## src/rtl/reset_ctrl_pkg.sv

```systemverilog
// Shared definitions for the reset controller: FSM encoding, memory-map words
// and CAUSE register bit positions.
package reset_ctrl_pkg;

   typedef enum logic {
      ST_HOLD = 1'b0,
      ST_RUN  = 1'b1
   } state_e;

   localparam logic [1:0] ADDR_CAUSE = 2'b00;
   localparam logic [1:0] ADDR_COUNT = 2'b01;

   localparam int CAUSE_POR = 0;
   localparam int CAUSE_WDT = 1;
   localparam int CAUSE_SW  = 2;
   localparam int CAUSE_EXT = 3;

   localparam int SW_RST_BIT = 15;

   localparam logic [3:0] CAUSE_AT_POR = 4'b0001;

endpackage

```

## src/rtl/reset_ctrl_btn_debounce.sv

```systemverilog
// Two-flop synchronizer plus level debouncer for the external reset button;
// o_press pulses for one cycle when the debounced level rises.
module btn_debounce #(
   parameter int DEBOUNCE_CYCLES = 8
) (
   input  logic i_clk,
   input  logic i_rst,
   input  logic i_btn,
   output logic o_level,
   output logic o_press
);

   localparam logic [3:0] CNT_LAST = 4'(DEBOUNCE_CYCLES - 1);

   logic       sync1_q, sync2_q;
   logic       level_q, level_d;
   logic       press_q, press_d;
   logic [3:0] cnt_q, cnt_d;

   // cnt_q counts consecutive synchronized samples that disagree with the level
   always_comb begin
      level_d = level_q;
      press_d = 1'b0;
      cnt_d   = 4'd0;
      if (sync2_q != level_q) begin
         if (cnt_q == CNT_LAST) begin
            level_d = sync2_q;
            press_d = sync2_q;
         end else begin
            cnt_d = cnt_q + 4'd1;
         end
      end
   end

   always_ff @(posedge i_clk) begin
      if (i_rst) begin
         sync1_q <= 1'b0;
         sync2_q <= 1'b0;
         level_q <= 1'b0;
         press_q <= 1'b0;
         cnt_q   <= 4'd0;
      end else begin
         sync1_q <= i_btn;
         sync2_q <= sync1_q;
         level_q <= level_d;
         press_q <= press_d;
         cnt_q   <= cnt_d;
      end
   end

   assign o_level = level_q;
   assign o_press = press_q;

endmodule

```

## src/rtl/reset_ctrl.sv

```systemverilog
// Processor reset sequencer: holds o_sysRstn low for HOLD_CYCLES after any
// reset trigger and records the causes in a small memory-mapped register file.
//
//   state   | meaning
//   --------+--------------------------------------------------
//   ST_HOLD | o_sysRstn low, hold counter running
//   ST_RUN  | o_sysRstn high, waiting for a trigger
module reset_ctrl
   import reset_ctrl_pkg::*;
#(
   parameter int HOLD_CYCLES     = 16,
   parameter int DEBOUNCE_CYCLES = 8
) (
   input  logic        i_clk,
   input  logic        i_rst,
   input  logic [1:0]  i_memAddr,
   input  logic [15:0] i_memDataIn,
   input  logic        i_memWrEn,
   output logic [15:0] o_memDataOut,
   input  logic        i_wdReset,
   input  logic        i_extBtn,
   output logic        o_sysRstn
);

   localparam logic [7:0] HOLD_LAST = 8'(HOLD_CYCLES - 1);

   state_e     state_q, state_d;
   logic [7:0] hold_cnt_q, hold_cnt_d;
   logic [7:0] count_q, count_d;
   logic [3:0] cause_q, cause_d;

   logic ext_level, ext_press, ext_trig;
   logic wr_cause, wr_count, sw_req, trigger;
   logic unused_data;

   btn_debounce #(
      .DEBOUNCE_CYCLES(DEBOUNCE_CYCLES)
   ) u_btn (
      .i_clk  (i_clk),
      .i_rst  (i_rst),
      .i_btn  (i_extBtn),
      .o_level(ext_level),
      .o_press(ext_press)
   );

   // the press pulse coincides with the level going high; qualifying keeps the two coherent
   assign ext_trig = ext_press & ext_level;

   assign wr_cause    = i_memWrEn && (i_memAddr == ADDR_CAUSE);
   assign wr_count    = i_memWrEn && (i_memAddr == ADDR_COUNT);
   assign sw_req      = wr_cause && i_memDataIn[SW_RST_BIT];
   assign trigger     = i_wdReset | sw_req | ext_trig;
   assign unused_data = ^i_memDataIn[14:4];

   always_comb begin
      state_d    = state_q;
      hold_cnt_d = hold_cnt_q;
      if (trigger) begin
         state_d    = ST_HOLD;
         hold_cnt_d = 8'd0;
      end else if (state_q == ST_HOLD) begin
         if (hold_cnt_q == HOLD_LAST) begin
            state_d = ST_RUN;
         end else begin
            hold_cnt_d = hold_cnt_q + 8'd1;
         end
      end
   end

   // clears are applied before sets so a same-cycle set wins
   always_comb begin
      cause_d = cause_q;
      if (wr_cause) begin
         cause_d = cause_q & ~i_memDataIn[3:0];
      end
      if (i_wdReset) cause_d[CAUSE_WDT] = 1'b1;
      if (sw_req)    cause_d[CAUSE_SW]  = 1'b1;
      if (ext_trig)  cause_d[CAUSE_EXT] = 1'b1;

      count_d = count_q;
      if (wr_count) begin
         count_d = 8'd0;
      end else if (trigger && (count_q != 8'hFF)) begin
         count_d = count_q + 8'd1;
      end
   end

   always_ff @(posedge i_clk) begin
      if (i_rst) begin
         state_q    <= ST_HOLD;
         hold_cnt_q <= 8'd0;
         cause_q    <= CAUSE_AT_POR;
         count_q    <= 8'd0;
      end else begin
         state_q    <= state_d;
         hold_cnt_q <= hold_cnt_d;
         cause_q    <= cause_d;
         count_q    <= count_d;
      end
   end

   always_comb begin
      o_memDataOut = 16'h0000;
      case (i_memAddr)
         ADDR_CAUSE: o_memDataOut = {12'b0, cause_q};
         ADDR_COUNT: o_memDataOut = {7'b0, (state_q == ST_HOLD), count_q};
         default:    o_memDataOut = 16'h0000;
      endcase
   end

   assign o_sysRstn = (state_q == ST_RUN);

endmodule

```

## config.mk

```make
export PLATFORM = sky130hd
export DESIGN_NAME = reset_ctrl
export DESIGN_NICKNAME = d
export VERILOG_FILES = /design/src/rtl/reset_ctrl_pkg.sv /design/src/rtl/reset_ctrl_btn_debounce.sv /design/src/rtl/reset_ctrl.sv
export SDC_FILE = /design/constraint.sdc
export NUM_CORES = 1
export LEC_CHECK = 0
export CORE_MARGIN = 1.5
export CORE_UTILIZATION = 46
export CTS_BUF_LIST = sky130_fd_sc_hd__clkbuf_4 sky130_fd_sc_hd__clkbuf_8 sky130_fd_sc_hd__clkbuf_16
export DETAILED_ROUTE_END_ITERATION = 6
export PLACE_DENSITY = 0.84
export SETUP_SLACK_MARGIN = 0.1
export SYNTH_ARGS = -nofsm -noshare
export SYNTH_HDL_FRONTEND = slang
export SYNTH_SLANG_ARGS = --single-unit
```

## constraint.sdc

```tcl
create_clock -name i_clk -period 1.9 [get_ports i_clk]
set_input_delay 0.19 -clock i_clk [delete_from_list [all_inputs] [get_ports i_clk]]
set_output_delay 0.19 -clock i_clk [all_outputs]
set_load 0.05 [all_outputs]
```

==> impl_metrics.env <==
export IMPL_status="finished, final reports clean"
export IMPL_drt_iter0_drc=66
export IMPL_vias_per_cell=5.52
export IMPL_synth_fa_ha_area_frac=0.0270
export IMPL_combPwrFrac=0.117
export IMPL_cp_max_fo=6
export IMPL_hpwl_mm=2.20
export IMPL_synthTopCellsByArea="dfxtp_1 42%, nor2_1 6.2%, mux2i_1 5.8%, xnor2_1 4.4%, buf_4 3.8%"
export IMPL_die_height_um=58.0
export IMPL_antenna_found_initial=0
export IMPL_wl_per_cell_um=13.5
export IMPL_seq_power_share=0.440
export IMPL_ys_seq_area_frac=0.418
export IMPL_drive_gt1_frac=0.137
export IMPL_multiInputGateArea_um2=747
export IMPL_cts_root_buffer="clkbuf_4"
export IMPL_n_antenna_cell=0
export IMPL_maxCapViolations=0
export IMPL_relSlewSlack=0.654
export IMPL_stdcell_count=221
export IMPL_grt_pass1_vias=1216
export IMPL_nFillCells=240
export IMPL_p_int_mw=1.10
export IMPL_tightestPinTransition_ns=0.514
export IMPL_path_clk_slew_ns=0.10
export IMPL_row_count=19
export IMPL_clock_skew_ns=0.00651
export IMPL_postCtsHoldBufs=0
export IMPL_cp_arrival_ns=1.89
export IMPL_first_pass_iters=6
export IMPL_p_switching_mw=0.334
export IMPL_cts_tree="yes"
export IMPL_synth_compound_area_frac=0.106
export IMPL_dp_cells=213
export IMPL_final_common_cell="dfxtp_1"
export IMPL_min_path_type="in2reg"
export IMPL_numCtsBuffers=5
export IMPL_p_per_area_nw_per_um2=781
export IMPL_setup_tns_ns=0
export IMPL_final_cell_mix="29 x dfxtp_1, 23 x nor2_1, 11 x nand2_1, 11 x clkdlybuf4s50_1"
export IMPL_yosysWarnings=0
export IMPL_synth_cells=159
export IMPL_worstPathRequired_ns=2.13
export IMPL_grtUsageTotal=0.203
export IMPL_start_util=0.496
export IMPL_rsz0062_at_grt="false"
export IMPL_syn_area_per_cell_um2=8.74
export IMPL_synth_largest_area_cell="dfxtp_1"
export IMPL_synthMuxAreaShare=0.0576
export IMPL_ys_seq_elements=29
export IMPL_cts_buffer_depth=2
export IMPL_irDropWorstVdd_v=0.000549
export IMPL_pwr_share_clk=0.442
export IMPL_swShare=0.233
export IMPL_setup_worst_path_start_class="register"
export IMPL_die_area_um2=3360
export IMPL_die_w_um=58.0
export IMPL_yosysTopAreaCellShare=0.418
export IMPL_grt_ovfl_total=0
export IMPL_synth_top_family_by_area="simple AND/OR/NAND/NOR gates"
export IMPL_finalSetupViolCount=0
export IMPL_io_pins=40
export IMPL_syn_area_um2=1390
export IMPL_clock_sinks=29
export IMPL_grt_start_max_net_pins=11
export IMPL_cellLeakagePower_nw=0.722
export IMPL_vias=1219
export IMPL_hold_violations=0
export IMPL_final_core_util=0.653
export IMPL_drt_antenna_violating_nets=0
export IMPL_critical_path_class="reg2reg"
export IMPL_cts_resized=1
export IMPL_synth_simple_gate_area_share=0.263
export IMPL_cts_setup_buffers=0
export IMPL_numPortBuffers=21
export IMPL_syn_to_final_growth_pct=31.8
export IMPL_grt_pass1_wl_mm=5.11
export IMPL_insertion_delay_ns=0.34
export IMPL_wirelength_mm=2.99
export IMPL_ys_types=37
export IMPL_synth_xor_area_frac=0.0630
export IMPL_endpoint_kind="register"
export IMPL_min_period_over_period=0.874
export IMPL_nets=215
export IMPL_layout_min_cycle_time_ns=1.66
export IMPL_finalMaxSlewViolations=0
export IMPL_remaining_drc_errors=0
export IMPL_htreeDepth=2
export IMPL_seqCellArea_um2=581
export IMPL_gp_congestion=0.886
export IMPL_core_um2=2810
export IMPL_fmax_mhz=602
[flip-flops by register name, indices dropped and copies added, names as in the netlist]
name	flops
count_q	8
hold_cnt_q	8
cause_q	4
u_btn.cnt_q	4
o_sysRstn	1
u_btn.o_level	1
u_btn.o_press	1
u_btn.sync1_q	1
u_btn.sync2_q	1
[through the flow]
stage	total power, mW	hold slack (ns)	area, um2	setup slack [ns]
2_1_floorplan	0.749	0.307	1410	0.398
3_3_place_gp	0.804	0.417	1730	0.142
3_5_place_dp	0.810	0.435	1730	0.0723
4_1_cts	1.44	0.395	1830	0.160
5_1_grt	1.49	0.400	1830	0.117
6_report	1.43	0.401	1830	0.240
[cells in the mapped netlist]
library cell	n
dfxtp_1	29
nor2_1	23
nand2_1	11
a21oi_1	9
nand3_1	9
mux2i_1	8
buf_4	7
xnor2_1	7
a211oi_1	5
nor2b_1	5
and2_1	4
and3_1	3
ha_1	3
inv_1	3
nor3_1	3
xor2_1	3
a21o_1	2
nand3b_1	2
nand4_1	2
nor4_1	2
o21ai_0	2
or3_1	2
a22oi_1	1
buf_1	1
buf_2	1
buf_6	1
clkbuf_1	1
conb_1	1
nand2b_1	1
nand4b_1	1
nand4bb_1	1
nor3b_1	1
nor4b_1	1
o211a_1	1
o211ai_1	1
o2bb2ai_2	1
or4_1	1
[layout make-up]
class / instances / share of cell area
clock buffer: 5 / 0.0205
clock inverter: 3 / 0.0355
inverter: 3 / 0.00615
multi-input combinational: 122 / 0.408
sequential: 29 / 0.317
tap: 31 / 0.0212
timing repair buffer: 28 / 0.192
[final timing paths]
check           startpoint             to  slack, ns  cells after the start
min               i_extBtn  u_btn.sync1_q       0.40                      2
max             count_q[1]     count_q[0]       0.24                      6
max reg2reg     count_q[1]     count_q[0]       0.24                      6
min reg2reg  u_btn.sync1_q  u_btn.sync2_q       0.46                      1
[power by group through the flow]
stage	clock, mW	combinational [mW]	sequential (mW)
2_1_floorplan	0	0.107	0.642
3_3_place_gp	0	0.160	0.643
3_5_place_dp	0	0.166	0.644
4_1_cts	0.646	0.168	0.630
5_1_grt	0.674	0.180	0.631
6_report	0.633	0.168	0.630
[cell families (layout without fill, tap and decap cells)]
kind of cell	count (synthesis)	after routing
compound gates	22	22
xor+xnor	10	10
fa+ha+maj	3	3
buf+inv	14	39
flops	29	29
mux	8	8
other cells	1	7
simple gates	72	72
[critical path, cell delays in order (launching register included)]
cell and delay (ns):
dfxtp_1 0.44, ha_1 0.22, nand4_1 0.18, o2bb2ai_2 0.31
buf_4 0.18, xor2_1 0.17, nor2_1 0.05
[routing by layer]
metal	vias up	share of wire	GRT usage
li1	597	-	-
met1	580	0.42	0.209
met2	35	0.51	0.364
met3	7	0.052	0.0759
met4	0	0.017	0.0930
met5	-	0	0
Note: power is estimated with default switching activity, not from simulation.
